## src/rtl/fifo_sync_ctrl.sv

```systemverilog
// Single-clock FIFO pointer/flag controller for the fifo_mem storage block.
// Define FIFO_ERR_STICKY_EN to make overflow/underflow sticky until wrst.
module fifo_sync_ctrl #(
  parameter int ASIZE    = 4,
  parameter int AF_LEVEL = 12,
  parameter int AE_LEVEL = 4
) (
  input  logic             wclk,
  input  logic             wrst,
  input  logic             clear,
  input  logic             push,
  input  logic             pop,
  output logic             wen,
  output logic [ASIZE-1:0] waddr,
  output logic [ASIZE-1:0] raddr,
  output logic             full,
  output logic             empty,
  output logic             almost_full,
  output logic             almost_empty,
  output logic [ASIZE:0]   count,
  output logic             overflow,
  output logic             underflow
);

  localparam logic [ASIZE:0] ONE  = {{ASIZE{1'b0}}, 1'b1};
  localparam logic [ASIZE:0] AF_L = (ASIZE+1)'(AF_LEVEL);
  localparam logic [ASIZE:0] AE_L = (ASIZE+1)'(AE_LEVEL);

  logic [ASIZE:0] wptr, rptr;
  logic           push_ok, pop_ok, ov_ev, uf_ev;

  assign waddr = wptr[ASIZE-1:0];
  assign raddr = rptr[ASIZE-1:0];

  // Extra pointer bit distinguishes full from empty when the addresses match.
  assign empty        = (wptr == rptr);
  assign full         = (wptr[ASIZE] != rptr[ASIZE]) &&
                        (wptr[ASIZE-1:0] == rptr[ASIZE-1:0]);
  assign count        = wptr - rptr;
  assign almost_full  = (count >= AF_L);
  assign almost_empty = (count <= AE_L);

  // A pop frees the slot in the same cycle, so a full FIFO still takes push+pop.
  assign push_ok = push & (~full | pop);
  assign pop_ok  = pop & ~empty;
  assign wen     = push_ok & ~wrst & ~clear;

  // Requests dropped by clear are not errors.
  assign ov_ev = push & ~push_ok & ~clear;
  assign uf_ev = pop & ~pop_ok & ~clear;

  always_ff @(posedge wclk) begin
    if (wrst || clear) begin
      wptr <= '0;
      rptr <= '0;
    end else begin
      if (push_ok) wptr <= wptr + ONE;
      if (pop_ok)  rptr <= rptr + ONE;
    end
  end

`ifdef FIFO_ERR_STICKY_EN
  always_ff @(posedge wclk) begin
    if (wrst) begin
      overflow  <= 1'b0;
      underflow <= 1'b0;
    end else begin
      overflow  <= overflow | ov_ev;
      underflow <= underflow | uf_ev;
    end
  end
`else
  always_ff @(posedge wclk) begin
    if (wrst) begin
      overflow  <= 1'b0;
      underflow <= 1'b0;
    end else begin
      overflow  <= ov_ev;
      underflow <= uf_ev;
    end
  end
`endif

endmodule

```

## config.mk

```make
export PLATFORM = sky130hd
export DESIGN_NAME = fifo_sync_ctrl
export DESIGN_NICKNAME = d
export VERILOG_FILES = /design/src/rtl/fifo_sync_ctrl.sv
export SDC_FILE = /design/constraint.sdc
export NUM_CORES = 1
export LEC_CHECK = 0
export CAP_MARGIN = 10
export CELL_PAD_IN_SITES_DETAIL_PLACEMENT = 0
export CELL_PAD_IN_SITES_GLOBAL_PLACEMENT = 1
export CORE_MARGIN = 2
export CORE_UTILIZATION = 35
export DETAILED_ROUTE_END_ITERATION = 10
export GPL_ROUTABILITY_DRIVEN = 0
export PLACE_DENSITY = 0.92
export REMOVE_ABC_BUFFERS = 1
export SLEW_MARGIN = 20
export SYNTH_ARGS = -nofsm -noshare
export SYNTH_HDL_FRONTEND = slang
export SYNTH_SLANG_ARGS = --single-unit
export TNS_END_PERCENT = 30
```

## constraint.sdc

```tcl
create_clock -name wclk -period 3.6 [get_ports wclk]
set_input_delay 0.72 -clock wclk [delete_from_list [all_inputs] [get_ports wclk]]
set_output_delay 0.72 -clock wclk [all_outputs]
set_load 0.01 [all_outputs]
```

==> impl_results.md <==
- CTS clk-pin slew, worst paths: 90 ps
- Antenna cells: 0
- Share of cells above drive strength 1: 0.0885
- Slew Viols, Final: 0
- Die height: roughly 52 µm
- Commonest non-fill, non-tap cell in the layout: clkdlybuf4s50_1
- Max Cap Violations: 0
- Clk Latency, worst-skew pair: between 200 and 300 ps
- Total global routing track utilization: 0.145
- Max Root-Sink Buffers: 2
- Post-CTS setup buffers: 0
- H-Tree Level Count: 1
- Drt wl/cell: around 12 µm
- Final hold slack: around 530 ps
- Synth Instances: 94
- Max_slew headroom: 0.732
- Register bit count reported by yosys: 12
- RSZ-0062 raised after global routing: no
- Post-cts resize count: 0
- Vias in the first global route: around 680
- PwrDens: about 270 mW/mm²
- Mean Syn Cell Area: ~8.6 µm²
- Synth unique cells: 30
- Finish-stage setup viols: 0
- Logic pwr share: 0.151
- Mapped Area: ~810 µm²
- Cts bufs inserted: 3
- Reg power frac: 0.471
- Total negative setup slack: 0 ps
- Ys async rst share: 0
- Int Pwr: roughly 220 µW
- Tcrit/Tclk final: 0.936
- Hold/Removal Path Class: flop to flop
- Yosys warns: 0
- Switch Pwr: approximately 70 µW
- Antenna violations before repair: 0
- Antenna viol nets, final: 0
- CTS tree: done
- Core ar.: around 0.0022 mm²
- Data arrival, critical path: about 2700 ps
- Dpl hpwl: around 1.4 mm
- Total gr overflow: 0
- Synth Flop Type: dfxtp_1
- Drt drc: 0
- Nets@finish: between 100 and 150
- Clock network fraction of total power: 0.378
- Final hold vios: 0
- Rows: 17
- Full die area: between 0.002 and 0.003 mm²
- Initial Util: 0.370
- # port buffers: 24
- Clk sink count: 12
- Sequential area share after synthesis: 0.296
- Vias: 673
- Setup CP Type: flop to output pin
- Die width: approximately 52 µm
- Clk_skew: 11.8 ps
- CP required: between 2000 and 3000 ps
- Status: finished clean
- Hold_buf cts: 0
- Worst-Margin Slew: 399 ps
- I/O pin cnt: 25
- Maximum VDD drop: approximately 0.00021 V
- Worst setup SP type: flop
- Via/cell ratio: 4.77
- First-pass GRT wire length: roughly 2.9 mm
- Max Freq: roughly 0.3 GHz
- Detailed Route WL: ~1.6 mm
- Initial DRT Pass Iterations: 2
- Tmin final: between 3000 and 4000 ps
- Commonest non-fill, non-tap cells in the layout: clkdlybuf4s50_1, nor2_1, dfxtp_1, inv_1, o21ai_0
- Sw Ratio: 0.243
- Root Driver: clkbuf_4
- 1st-iter DRT viols: 1
- Critical Path End Type: output pin
- Leak Pwr: 0.409 nW
- Post-synth EDFFs: 0
- Area Growth Syn to Fin: 30.1%
- Pin count of the biggest net entering global routing: 11
- Worst-path maximum fanout: 4
[power by group through the flow]
stage | registers (mW) | clock network [mW] | logic [mW]
after floorplan | 0.140 | 0 | 0.0203
after global placement | 0.139 | 0 | 0.0430
after detailed placement | 0.139 | 0 | 0.0438
after CTS | 0.136 | 0.113 | 0.0439
after global routing | 0.136 | 0.119 | 0.0478
final | 0.136 | 0.109 | 0.0435
[synth_stat cells (all sizes together), types with 2 or more instances]
cell type | instances | area [µm²]
dfxtp | 12 | 240
and3 | 2 | 13.8
nor2b | 2 | 12.5
o21a | 2 | 15.0
a21oi | 4 | 20.0
ha | 6 | 75.1
nand3 | 4 | 20.0
buf | 9 | 67.6
xnor2 | 3 | 26.3
inv | 9 | 33.8
o21ai | 8 | 43.8
xor2 | 5 | 51.3
nor2 | 12 | 45.0
or3 | 3 | 18.8
[critical path: stages, from the launching register on]
cell and delay [ps]:
dfxtp_1 400, inv_1 100, ha_1 230, fa_1 400, nor2b_1 140, o21ai_0 100, a21oi_1 240, o221a_2 230
clkdlybuf4s50_1 530
[per-layer routing]
layer	track usage	part of all wire	vias up
met5	0	0	-
met4	0.0769	0.013	0
met3	0.0259	0.032	2
met2	0.247	0.51	12
met1	0.173	0.45	306
li1	-	-	353
[registers in the layout, indices dropped and copies added, names as in the netlist]
| name | flops |
|---|---|
| wptr | 5 |
| rptr | 5 |
| overflow | 1 |
| underflow | 1 |
[final cells by class]
| class | instances | area, µm² |
|---|---|---|
| inverter | 9 | 33.8 |
| timing repair buffer | 24 | 240 |
| sequential | 12 | 240 |
| fill | 213 | 1140 |
| tap | 28 | 35.0 |
| clock buffer | 4 | 36.3 |
| multi-input combinational | 64 | 469 |
[cells by family after synthesis]
family,share of synthesized area
and+or+nand+nor,0.185
buffers and inverters,0.125
AOI/OAI and AO/OA,0.168
adders and majority gates,0.117
DFF,0.296
muxes,0.0123
xor gates and xnor gates,0.0957
[per-stage QoR]
step	cells	instance area, µm²	util	power [mW]	setup WS (ps)
final	141	1050	0.481	0.288	229
after global placement	137	1020	0.465	0.182	612
after global routing	141	1050	0.481	0.303	19.2
after detailed placement	137	1020	0.465	0.183	509
after floorplan	85	743	-	0.160	1090
after CTS	141	1050	0.481	0.293	208
[final timing paths]
check | from | to | slack, ps | cells past startpoint
hold / removal | rptr[3] | rptr[3] | 530 | 2
setup / recovery | wptr[0] | almost_empty | 230 | 8
setup reg to reg | wptr[0] | wptr[2] | 1650 | 6
hold reg to reg | rptr[3] | rptr[3] | 530 | 2
Power figures use the tool's default switching activity.
